===== src/rtl/stopwatch_ctrl.sv =====
// Stopwatch control sequencer: debounces start/stop and clear buttons, runs the
// IDLE/RUN/PAUSE/DONE state machine and produces counter/scan enable strobes.
module stopwatch_ctrl #(
  parameter int unsigned TICK_DIV   = 100000,
  parameter int unsigned SCAN_DIV   = 131072,
  parameter int unsigned DEB_CYCLES = 1000000
) (
  input  logic       clk,
  input  logic       reset,
  input  logic       btn_ss,
  input  logic       btn_clr,
  input  logic       max_reached,
  output logic       cnt_en,
  output logic       cnt_clr,
  output logic       scan_en,
  output logic       running,
  output logic [1:0] state
);

  localparam int unsigned TW = $clog2(TICK_DIV);
  localparam int unsigned SW = $clog2(SCAN_DIV);
  localparam int unsigned DW = $clog2(DEB_CYCLES);

  localparam logic [TW-1:0] TickLast = TW'(TICK_DIV - 1);
  localparam logic [SW-1:0] ScanLast = SW'(SCAN_DIV - 1);
  localparam logic [DW-1:0] DebLast  = DW'(DEB_CYCLES - 1);

  typedef enum logic [1:0] {
    StIdle  = 2'b00,
    StRun   = 2'b01,
    StPause = 2'b10,
    StDone  = 2'b11
  } state_e;

  // Bit 0 carries the start/stop button, bit 1 the clear button.
  logic [1:0]         meta_q, sync_q;
  logic [1:0]         level_q, level_d;
  logic [1:0]         press_q, press_d;
  logic [1:0][DW-1:0] deb_q, deb_d;

  state_e        state_q, state_d;
  logic [TW-1:0] tick_q, tick_d;
  logic [SW-1:0] scan_q, scan_d;
  logic          cnt_en_q, cnt_en_d;
  logic          cnt_clr_q, cnt_clr_d;
  logic          scan_en_q, scan_en_d;
  logic          running_q;

  logic ss_press, clr_press;
  assign ss_press  = press_q[0];
  assign clr_press = press_q[1];

  always_comb begin
    deb_d   = '0;
    level_d = level_q;
    press_d = '0;
    for (int i = 0; i < 2; i++) begin
      if (sync_q[i] != level_q[i]) begin
        if (deb_q[i] == DebLast) begin
          level_d[i] = sync_q[i];
          press_d[i] = sync_q[i];
        end else begin
          deb_d[i] = deb_q[i] + 1'b1;
        end
      end
    end
  end

  always_comb begin
    state_d   = state_q;
    tick_d    = tick_q;
    cnt_en_d  = 1'b0;
    cnt_clr_d = 1'b0;
    unique case (state_q)
      StIdle: begin
        tick_d = '0;
        if (clr_press) begin
          cnt_clr_d = 1'b1;
        end else if (ss_press) begin
          state_d = StRun;
        end
      end
      StRun: begin
        if (clr_press) begin
          cnt_clr_d = 1'b1;
          state_d   = StIdle;
          tick_d    = '0;
        end else if (tick_q == TickLast) begin
          tick_d = '0;
          // Reaching the maximum takes precedence over a coincident pause.
          if (max_reached) begin
            state_d = StDone;
          end else begin
            cnt_en_d = 1'b1;
            if (ss_press) state_d = StPause;
          end
        end else begin
          tick_d = tick_q + 1'b1;
          if (ss_press) state_d = StPause;
        end
      end
      StPause: begin
        if (clr_press) begin
          cnt_clr_d = 1'b1;
          state_d   = StIdle;
          tick_d    = '0;
        end else if (ss_press) begin
          state_d = StRun;
        end
      end
      StDone: begin
        tick_d = '0;
        if (clr_press) begin
          cnt_clr_d = 1'b1;
          state_d   = StIdle;
        end
      end
      default: state_d = StIdle;
    endcase
  end

  assign scan_d    = (scan_q == ScanLast) ? '0 : scan_q + 1'b1;
  assign scan_en_d = (scan_q == ScanLast);

  always_ff @(posedge clk or negedge reset) begin
    if (!reset) begin
      meta_q    <= '0;
      sync_q    <= '0;
      level_q   <= '0;
      press_q   <= '0;
      deb_q     <= '0;
      state_q   <= StIdle;
      tick_q    <= '0;
      scan_q    <= '0;
      cnt_en_q  <= 1'b0;
      cnt_clr_q <= 1'b0;
      scan_en_q <= 1'b0;
      running_q <= 1'b0;
    end else begin
      meta_q    <= {btn_clr, btn_ss};
      sync_q    <= meta_q;
      level_q   <= level_d;
      press_q   <= press_d;
      deb_q     <= deb_d;
      state_q   <= state_d;
      tick_q    <= tick_d;
      scan_q    <= scan_d;
      cnt_en_q  <= cnt_en_d;
      cnt_clr_q <= cnt_clr_d;
      scan_en_q <= scan_en_d;
      running_q <= (state_d == StRun);
    end
  end

  assign cnt_en  = cnt_en_q;
  assign cnt_clr = cnt_clr_q;
  assign scan_en = scan_en_q;
  assign running = running_q;
  assign state   = state_q;

endmodule


===== config.mk =====
export PLATFORM = sky130hd
export DESIGN_NAME = stopwatch_ctrl
export DESIGN_NICKNAME = d
export VERILOG_FILES = /design/src/rtl/stopwatch_ctrl.sv
export SDC_FILE = /design/constraint.sdc
export NUM_CORES = 1
export LEC_CHECK = 0
export BUFFER_PORTS_ARGS = -buffer_cell sky130_fd_sc_hd__buf_2
export CORE_MARGIN = 4
export CORE_UTILIZATION = 50
export CTS_CLUSTER_SIZE = 16
export DETAILED_ROUTE_END_ITERATION = 16
export PLACE_DENSITY = 0.69
export SKIP_CTS_REPAIR_TIMING = 1
export SLEW_MARGIN = 15
export SYNTH_ARGS = -nofsm -noshare
export SYNTH_HDL_FRONTEND = slang
export SYNTH_SLANG_ARGS = --single-unit
export TNS_END_PERCENT = 50

===== constraint.sdc =====
create_clock -name clk -period 1.9 [get_ports clk]
set_input_delay 0.38 -clock clk [delete_from_list [all_inputs] [get_ports clk]]
set_output_delay 0.38 -clock clk [all_outputs]
set_load 0.02 [all_outputs]

* Word level (Yosys, flattened, before mapping) *
Cells that the tools add are included.

storage, ports and cells
  memories kept = 0
  flip-flop bits (word level) = 88
  output and inout bits = 6
  word-level logic and storage cells = 62
  RAM bits = 0
  bits in latches = 0
  bits in read-only memories = 0

cells by class
  div/mod/pow operators = 0
  multiplexer cells = 28
  shift-type cells = 0
  reductions and logical operators = 5
  $add $sub $neg = 4
  multiply operators = 0
  magnitude comparators = 0
  equality and inequality tests = 11
  bitwise gates (word level) = 0

operators by type and width
  operator               number
  $mux 20                4
  $mux 17                4
  $pmux 17 s3            1
  $add 20x1->20 const B  2
  $eq 20x20->1 const B   2
  $add 17x1->17 const B  2
  $eq 17x17->1 const B   2
  $mux 2                 8
  $mux 1                 10
  $pmux 2 s4             1
  $eq 2x1->1 const B     2
  $eq 2x2->1 const B     2
  $reduce_and 2->1       2
  $reduce_or 4->1        1
  $logic_not 2->1        1
  $ne 1x1->1             2
  $ne 2x2->1 const B     1
  $reduce_or 2->1        1

* Longest topological paths before layout *
Gate-level depths: netlist of run 1.

  word-level depth = 6
  depth in mapped cells = 7
  mapped depth without buffers = 6

* Worst setup path before layout of run 1 *
Ideal clock, no wire load.

  path kind = register to register
  start point = reg scan_q[0]
  end point = reg scan_q[10]
  cell stages (with the launch flop) = 8
  period minus slack after synthesis = 1.893 ns
  setup slack = 0.007 ns
  required time = 1.768 ns
  arrival time = 1.762 ns
  cells stage by stage = dfrtp_1 ha_1 nand2_1 nor4_1 and3_1 ha_1 clkbuf_1 nor2_1

on the way
  cells in the longest elaborated chain, start to end = 2
  elaborated cells on any way between the ends = 3

RTL lines
  item                    line  source
  start, declared         43    logic [SW-1:0] scan_q, scan_d;
  start signal, assigned  147   scan_q <= scan_d;
  $eq 17x17->1            n/a
  net scan_en_d           46    logic scan_en_q, scan_en_d;
  $mux 17                 122   assign scan_d = (scan_q == ScanLast) ? '0 : scan_q + 1'b1;
  net scan_d[10]          43

The timed path passes the listed nets, and every way through them passes these cells.
A chain may end at the register's enable or synchronous reset.

* Final worst setup path of run 1 *
  start point = reg tick_q[6]
  end point = reg tick_q[13]

on the way
  cells in the longest elaborated chain, start to end = 4
  elaborated cells on any way between the ends = 5

RTL lines
  item                                           line    source
  start, declared                                42      logic [TW-1:0] tick_q, tick_d;
  start signal, assigned                         146     tick_q <= tick_d;
  $add 17x1->17 or $eq 17x17->1 (tied branches)  98, 88
  $mux 17 (*)                                    88      end else if (tick_q == TickLast) begin
  $mux 17 (*)                                    84      if (clr_press) begin
  $pmux 17 s3 (*)                                74      unique case (state_q)

Mark *: on every way between the ends. The rest lies on a longest branch, timed or not.

==> impl_metrics.csv, run 1 <==
group,metric,value,unit
worst_hold_path,hp-class,"input pin to flop",
route,dr.first_iter.drc_count,66,
sta,min_period_over_period,95.6,%
sta,rsz0062_at_grt,"true",
global_routing,grt_pass1_wl,13500,µm
sta,tightestPinTransition,0.435,ns
run_status,status,"finished clean",
clock_network,clock-sinks,88,
clock_network,tritoncts,"done",
route,routed_via_density,5.41,
critical_path,r2r_slack,0.08,ns
critical_path,required,2.14,ns
die,die_area,9680,µm²
sta,setup_viol,0,
critical_path,cp_max_fo,11,
clock_network,clock_tree.root_cell,"clkbuf_8",
synth,yosys_warnings,0,
finish,layout.nets,447,
placed_design,port-buffer-count,10,
route,route.detailed.drc,0,
critical_path,critical_path.top_delay_family,"simple AND/OR/NAND/NOR gates",
die,core,7850,µm²
synth,synthCells,399,
die,die_h,98.4,µm
clock_network,htree_num_levels,3,
finish,layout.cells.non_filler,543,
finish,layout-drive-gt1-share,14.1,%
route,wl,7650,µm
power,power_density,737,nW/µm²
sta,tns,0,ns
job,drv_cap,0,
synth,synth-seq-cells,88,
synth,ys.flop_type,"dfrtp_1",
power,clockPowerShare,42.3,%
synth,avgSynthCellArea,10.2,µm²
global_routing,grtUsageTotal,16.8,%
finish,syn2layout_area_growth,14.8,%
critical_path,worst_setup_path_end_kind,"flop",
die,initial_utilization,52.1,%
clock_network,clk_latency,0.35,ns
sta,slew_violations,0,
synth,synthArstFlopShare,100,%
route,num_vias,2935,
clock_network,cts.clk_slew.worst_paths,0.09,ns
critical_path,critPathBufInv,0,
placed_design,place_congestion,0.843,
power,swShare,21.1,%
critical_path,path_cells,"or4b_4, nor4_4, a21o_4, o21bai_1, a21o_1",
synth,yosysSeqAreaShare,53.9,%
power,comb_power_share,2.7,%
finish,fillers,651,
route,wire_per_inst,14.1,µm
clock_network,clock_path_buffers,2,
synth,synth_cell_types,48,
global_routing,antenna_found_initial,0,
placed_design,dpl.hpwl,5160,µm
power,internal-power,0.00273,W
route,drt-pass1-iter-count,5,
critical_path,critPathSlowestCell,"or4b_4",
synth,synth_fp_nets,409,
power,p_leak,2.12,nW
critical_path,worst-setup-path-type,"flop to flop",
die,die_w,98.4,µm
die,ioPinCount,11,
critical_path,slowest_delay,0.57,ns
global_routing,grt_max_degree,40,
power,p_switching,0.000728,W
power,pwr-share-seq,54.9,%
synth,synth_area,4090,µm²
global_routing,overflow,0,
global_routing,first_global_vias,2930,
critical_path,critPathArrivalTime,2.06,ns
sta,max_freq,0.550,GHz
synth,synth_edf_count,0,
sta,relSlewSlack,71.0,%
power,vdd_drop_max,0.351,mV
critical_path,critPathLaunchType,"flop",
sta,skew,0.0121,ns
clock_network,cts_inserted_buffers,9,
finish,antennaDiodeCount,0,
route,ant_nets,0,
placed_design,placed_cells,524,
die,rows,32,
sta,hold_violations,0,
sta,min_period,1.82,ns
[registers in the layout, summed over array words and instances, names as in the netlist]
signal   flops
running      1
tick_q      17
cnt_en       1
press_q      2
scan_en      1
level_q      2
cnt_clr      1
state        2
meta_q       2
sync_q       2
deb_q       40
scan_q      17
[Yosys cell counts (3+ instances only)]
library cell,number,share of area [%]
or3_1,3,0.46
a21oi_1,7,0.86
nand2_1,36,3.3
o21ai_0,9,1.1
nor2_1,64,5.9
o311ai_0,3,0.64
and3_1,17,2.6
dfrtp_1,88,54
xor2_1,35,7.5
nand3_1,30,3.7
inv_1,6,0.55
nor3b_1,5,0.92
clkbuf_1,3,0.28
nand4_1,14,2.1
nor4_1,7,1.1
ha_1,5,1.5
nor3_1,7,0.86
xnor2_1,18,3.9
[layout make-up]
class / instances / area, µm² / share of cell area, %
clock buffer: 11 / 151 / 3.23
clock inverter: 4 / 77.6 / 1.65
inverter: 6 / 22.5 / 0.480
multi-input combinational: 298 / 1840 / 39.3
sequential: 88 / 2200 / 46.9
tap: 102 / 128 / 2.72
timing repair buffer: 34 / 268 / 5.71
[metal layers]
metal	part of all wire, %	track usage (%)	up-vias	routed length [µm]
met2	50	26.9	35	3790
li1	-	-	1464	-
met5	0	0	-	0
met1	47	22.3	1432	3590
met4	0.68	5.15	0	52
met3	2.8	4.86	4	216
[final timing paths]
kind                       cells past startpoint                   from                     end
setup reg to reg                               5  tick_q[6]$_DFFE_PN0P_  tick_q[13]$_DFFE_PN0P_
min in group asynchronous                      2                  reset     deb_q[33]$_DFF_PN0_
setup / recovery                               5  tick_q[6]$_DFFE_PN0P_  tick_q[13]$_DFFE_PN0P_
hold / removal                                 1                 btn_ss     meta_q[0]$_DFF_PN0_
max in group asynchronous                      3                  reset  tick_q[15]$_DFFE_PN0P_
hold reg to reg                                0    meta_q[0]$_DFF_PN0_     sync_q[0]$_DFF_PN0_
[through the flow]
step | area [µm²] | setup slack (ns) | util, % | power (W) | hold WS, ns
2_1_floorplan | 4090 | 0.00660 | - | 0.00196 | 0.0844
3_3_place_gp | 4400 | 0.107 | 56.0 | 0.00203 | 0.276
3_5_place_dp | 4400 | 0.00656 | 56.0 | 0.00203 | 0.278
4_1_cts | 4630 | -0.0149 | 59.0 | 0.00350 | -0.115
5_1_grt | 4690 | -0.0238 | 59.8 | 0.00360 | 0.115
6_report | 4690 | 0.0832 | 59.8 | 0.00346 | 0.139
[kinds of logic after synthesis]
family | after synthesis | synth area share (%)
AO/OA/AOI/OAI | 32 | 5.11
flip-flops | 88 | 53.9
AND/OR/NAND/NOR | 206 | 25.9
buffers and inverters | 13 | 1.62
multiplexers | 2 | 0.551
adder cells (fa/ha/maj) | 5 | 1.53
XOR/XNOR | 53 | 11.4
[power groups by stage]
| stage | combinational [W] | clock [W] | sequential, W |
|---|---|---|---|
| 5_1_grt | 0.000109 | 0.00159 | 0.00190 |
| 4_1_cts | 0.0000954 | 0.00151 | 0.00190 |
| 3_5_place_dp | 0.0000955 | 0 | 0.00194 |
| 3_3_place_gp | 0.0000932 | 0 | 0.00194 |
| 2_1_floorplan | 0.0000297 | 0 | 0.00193 |
| 6_report | 0.0000941 | 0.00146 | 0.00190 |
[placed cells by master (no fill, tap or decap), types with 3 or more instances in the layout]
cell      netlist  final
and3_1         17     17
buf_2           2      9
nor2_1         64     64
nand4_1        14     14
nand3_1        30     29
a21oi_1         7      6
o311ai_0        3      3
nor4_1          7      7
nor3b_1         5      4
xor2_1         35     35
nand2_1        36     36
ha_1            5      5
or3_1           3      3
buf_4           0     20
inv_1           6      6
nor3_1          7      7
clkbuf_8        0     11
xnor2_1        18     18
dfrtp_1        88     88
o21ai_0         9      9
(Power assumes the default switching activity.)
==> run 2: changes to the inputs <==
--- a/config.mk
+++ b/config.mk
@@ -10,7 +10,9 @@
 export CORE_UTILIZATION = 50
 export CTS_CLUSTER_SIZE = 16
 export DETAILED_ROUTE_END_ITERATION = 16
+export MAX_ROUTING_LAYER = met4
 export PLACE_DENSITY = 0.69
+export SETUP_SLACK_MARGIN = 0.15
 export SKIP_CTS_REPAIR_TIMING = 1
 export SLEW_MARGIN = 15
 export SYNTH_ARGS = -nofsm -noshare
==> impl_metrics.csv, run 2 (synthesized netlist as in run 1, its figures left out) <==
group,metric,value,unit
route,wire_per_inst,14.4,µm
finish,layout.cells.non_filler,557,
global_routing,grt_max_degree,44,
critical_path,critPathSlowestCell,"or4b_4",
finish,largest_reg_flops,40,
sta,skew,0.00718,ns
route,num_vias,3027,
critical_path,slowest_delay,0.53,ns
route,routed_via_density,5.43,
finish,layout_common_cells,"dfrtp_1 (86), nor2_1 (57), nand2_1 (35), xor2_1 (34), buf_4 (29)",
route,wl,8000,µm
die,die_area,9680,µm²
clock_network,clock_tree.root_cell,"clkbuf_8",
finish,top_register,"deb_q",
critical_path,critPathArrivalTime,2.13,ns
finish,seq_area,2200,µm²
sta,setup_viol,1,
finish,final_common_cell,"dfrtp_1",
worst_hold_path,hp-class,"input pin to asynchronous set/reset pin",
die,rows,32,
die,die_w,98.4,µm
power,p_leak,2.20,nW
sta,tns,-0.000635,ns
critical_path,cp_max_fo,3,
route,dr.first_iter.drc_count,92,
clock_network,tritoncts,"done",
run_status,violations,"setup timing",
sta,hold_violations,0,
power,power_density,681,nW/µm²
route,ant_nets,0,
run_status,status,"finished, violations left",
global_routing,grt_pass1_wl,13400,µm
finish,fillers,646,
global_routing,antenna_found_initial,0,
finish,syn2layout_area_growth,21.4,%
route,route.detailed.drc,0,
sta,relSlewSlack,62.6,%
die,die_h,98.4,µm
die,ioPinCount,11,
global_routing,grtUsageTotal,17.4,%
global_routing,overflow,0,
clock_network,cts.clk_slew.worst_paths,0.08,ns
critical_path,critPathLaunchType,"flop",
clock_network,cts_inserted_buffers,9,
sta,min_period,1.90,ns
clock_network,clock-sinks,88,
sta,tightestPinTransition,0.561,ns
placed_design,placed_cells,526,
die,initial_utilization,52.1,%
sta,rsz0062_at_grt,"true",
finish,layout-drive-gt1-share,22.0,%
finish,antennaDiodeCount,0,
route,drt-pass1-iter-count,4,
clock_network,clock_path_buffers,2,
job,drv_cap,0,
finish,layout.nets,460,
sta,slew_violations,0,
critical_path,worst_setup_path_end_kind,"flop",
critical_path,required,2.13,ns
critical_path,worst-setup-path-type,"flop to flop",
finish,multi_input_area,1990,µm²
sta,setup_ws,-0.000635,ns
die,core,7850,µm²
power,vdd_drop_max,0.425,mV
global_routing,first_global_vias,2812,
placed_design,dpl.hpwl,5090,µm
clock_network,htree_num_levels,3,
sta,min_period_over_period,100,%
finish,reg.largest.list,"deb_q x40, scan_q x17, tick_q x17",
placed_design,place_congestion,0.855,
critical_path,critPathBufInv,1,
clock_network,clk_latency,0.35,ns
critical_path,path_cells,"or4b_4, nor3b_2, nand4_1, buf_4, mux2_2",
critical_path,critical_path.top_delay_family,"simple AND/OR/NAND/NOR gates",
placed_design,port-buffer-count,10,
sta,max_freq,0.526,GHz
[run 2: cell types whose count changed in the layout (fill, tap and decap cells not counted), moves of 4 or more]
cell and change:
nor2_4 +4, buf_4 +9, o21ai_1 +4, o21ai_0 -4, nor2_1 -7, nand3_1 -4
[run 2: metal layers]
layer | routed length (µm) | part of all wire [%] | track usage (%) | vias up
met1 | 3810 | 48 | 24.0 | 1464
met2 | 3720 | 47 | 25.4 | 58
met5 | 0 | 0 | - | -
met3 | 337 | 4.2 | 4.64 | 14
met4 | 135 | 1.7 | 5.15 | 0
li1 | - | - | - | 1491
[run 2: final timing paths]
kind,from,to,slack (ns),cells after the start
worst max register to register,deb_q[27]$_DFF_PN0_,level_q[1]$_DFFE_PN0P_,-0.0006,5
worst min-delay path,reset,deb_q[38]$_DFF_PN0_,0.01,1
max in group asynchronous,reset,scan_q[15]$_DFF_PN0_,1.32,2
worst min register to register,meta_q[0]$_DFF_PN0_,sync_q[0]$_DFF_PN0_,0.36,0
min in group clk,btn_ss,meta_q[0]$_DFF_PN0_,0.13,1
worst max-delay path,deb_q[27]$_DFF_PN0_,level_q[1]$_DFFE_PN0P_,-0.0006,5
[run 2: area by class of cell]
| cell class | instances | area share, % |
|---|---|---|
| Multi-Input combinational cell | 298 | 40.2 |
| Tap cell | 102 | 2.57 |
| Inverter | 6 | 0.454 |
| Clock inverter | 5 | 1.64 |
| Timing Repair Buffer | 47 | 8.02 |
| Sequential cell | 88 | 44.4 |
| Clock buffer | 11 | 2.65 |
[run 2: where the power goes]
part / internal (W) / leakage (nW) / switching [W]
Clock: 0.000742 / 0.104 / 0.000629
Sequential: 0.00189 / 1.19 / 0.0000140
Combinational: 0.0000402 / 0.910 / 0.0000678
[run 2: through the flow]
stage	power [W]	hold slack, ns	cell area [µm²]	utilization (%)	worst slack, ns
finish	0.00338	0.0126	4960	63.2	-0.000635
global route	0.00353	0.0471	4960	63.2	-0.0704
CTS	0.00342	0.0264	4640	59.2	-0.0142
detailed placement	0.00204	0.342	4430	56.5	-0.0162
global placement	0.00203	0.334	4430	56.5	0.0758
floorplan	0.00196	0.0844	4090	-	0.136
==> run 3: changes to the inputs <==
==> constraint.sdc (replaced) <==
create_clock -name clk -period 1.9 [get_ports clk]
set_input_delay 0.095 -clock clk [delete_from_list [all_inputs] [get_ports clk]]
set_output_delay 0.095 -clock clk [all_outputs]
set_load 0.02 [all_outputs]
==> impl_metrics.csv, run 3 (synthesized netlist as in run 1, its figures left out) <==
group,metric,value,unit
finish,fin_util,61.7,%
critical_path,rr_startpoint,"deb_q[27]$_DFF_PN0_",
sta,rsz0062_at_grt,"true",
global_routing,overflow,0,
job,drv_cap,0,
placed_design,place_congestion,0.860,
route,dr.first_iter.drc_count,152,
power,vdd_drop_max,0.444,mV
placed_design,port-buffer-count,10,
finish,layout_common_cells,"dfrtp_1 (88), nor2_1 (64), nand2_1 (35), xor2_1 (35)",
route,routed_via_density,5.44,
critical_path,required,2.15,ns
power,finalPower,0.00333,W
critical_path,reg2regPathDepth,6,
die,initial_utilization,52.1,%
die,die_h,98.4,µm
global_routing,grt_pass1_wl,13400,µm
route,wl_met2,3890,µm
route,wl,7950,µm
finish,reg.largest.list,"deb_q x40, scan_q x17, tick_q x17",
clock_network,clock-sinks,88,
sta,min_period_over_period,97.9,%
finish,antennaDiodeCount,0,
route,ant_nets,0,
placed_design,dpl_worst_slack,0.0342,ns
global_routing,grtUsageTotal,17.4,%
power,p_leak,2.17,nW
critical_path,critPathArrivalTime,2.11,ns
critical_path,critPathLaunchType,"flop",
route,route.detailed.drc,0,
critical_path,r2r-end,"deb_q[22]$_DFF_PN0_",
global_routing,antenna_found_initial,0,
clock_network,clock_path_buffers,2,
finish,top_register,"deb_q",
die,rows,32,
global_routing,grt_max_degree,40,
sta,setup_ws,0.0398,ns
sta,max_freq,0.538,GHz
finish,largest_reg_flops,40,
finish,final_common_cell,"dfrtp_1",
sta,tns,0,ns
worst_hold_path,hp-class,"input pin to flop",
clock_network,clock_tree.root_cell,"clkbuf_8",
critical_path,r2r_slack,0.04,ns
global_routing,first_global_vias,2963,
sta,setup_viol,0,
route,drt-pass1-iter-count,5,
route,maxUsedRoutingLayer,"met4",
clock_network,clk_latency,0.35,ns
sta,relSlewSlack,66.1,%
route,num_vias,3023,
sta,hold_violations,0,
finish,layout-drive-gt1-share,17.2,%
critical_path,startpoint,"deb_q[27]$_DFF_PN0_",
route,wl_met3,268,µm
critical_path,worstSetupEndpoint,"deb_q[22]$_DFF_PN0_",
sta,tightestPinTransition,0.508,ns
critical_path,worst_setup_path_end_kind,"flop",
die,core,7850,µm²
clock_network,cts_inserted_buffers,9,
sta,slew_violations,0,
run_status,status,"finished clean",
power,power_density,689,nW/µm²
placed_design,dpl.hpwl,5300,µm
critical_path,cp_max_fo,9,
sta,min_period,1.86,ns
die,ioPinCount,11,
finish,syn2layout_area_growth,18.5,%
clock_network,cts.clk_slew.worst_paths,0.09,ns
die,die_w,98.4,µm
clock_network,htree_num_levels,3,
critical_path,worst-setup-path-type,"flop to flop",
clock_network,tritoncts,"done",
finish,layout.nets,459,
route,wire_per_inst,14.3,µm
sta,skew,0.0122,ns
die,die_area,9680,µm²
route,m1WireLength,3680,µm
[run 3: routing by layer]
layer | global-route usage (%) | up-vias
met3 | 3.21 | 9
met5 | - | -
li1 | - | 1488
met4 | 7.46 | 0
met2 | 26.5 | 54
met1 | 22.9 | 1472
[run 3: worst min-delay path by stage]
stage | cells after the start | slack (ns) | end | start
final | 3 | 0.13 | state[1]$_DFF_PN0_ | max_reached
after detailed placement | 1 | 0.10 | deb_q[29]$_DFF_PN0_ | reset
after CTS | 1 | -0.30 | deb_q[29]$_DFF_PN0_ | reset
after floorplan | 0 | -0.20 | cnt_clr$_DFF_PN0_ | reset
after global placement | 1 | 0.1 | deb_q[38]$_DFF_PN0_ | reset
after global routing | 3 | 0.14 | state[1]$_DFF_PN0_ | max_reached
[run 3: critical path, stage by stage (launching register included)]
cell and delay, ns:
dfrtp_1 0.42, or4b_1 0.54, nor3b_2 0.18, nand4_1 0.21, nand2_2 0.19, clkbuf_16 0.17, nor2_1 0.04
[run 3: final cells by class]
cell class,count,area [µm²]
timing repair buffer,45,378
inverter,6,22.5
multi-input combinational,299,1910
tap,102,128
clock buffer,10,138
clock inverter,6,67.6
sequential,88,2200
fill,654,3010
[run 3: report_power, final]
group / leakage [nW] / internal, W / switching, W / total [W]
Clock: 0.0989 / 0.000648 / 0.000672 / 0.00132
Sequential: 1.19 / 0.00189 / 0.0000147 / 0.00190
Combinational: 0.876 / 0.0000470 / 0.0000675 / 0.000114
Total: 2.17 / 0.00258 / 0.000754 / 0.00333
[run 3: metrics by stage]
step	hold WS, ns	cells	instance area, µm²
final	0.130	556	4840
after global routing	0.142	556	4840
after CTS	-0.296	544	4650
after detailed placement	0.103	528	4450
after global placement	0.0976	528	4450
after floorplan	-0.201	399	4090
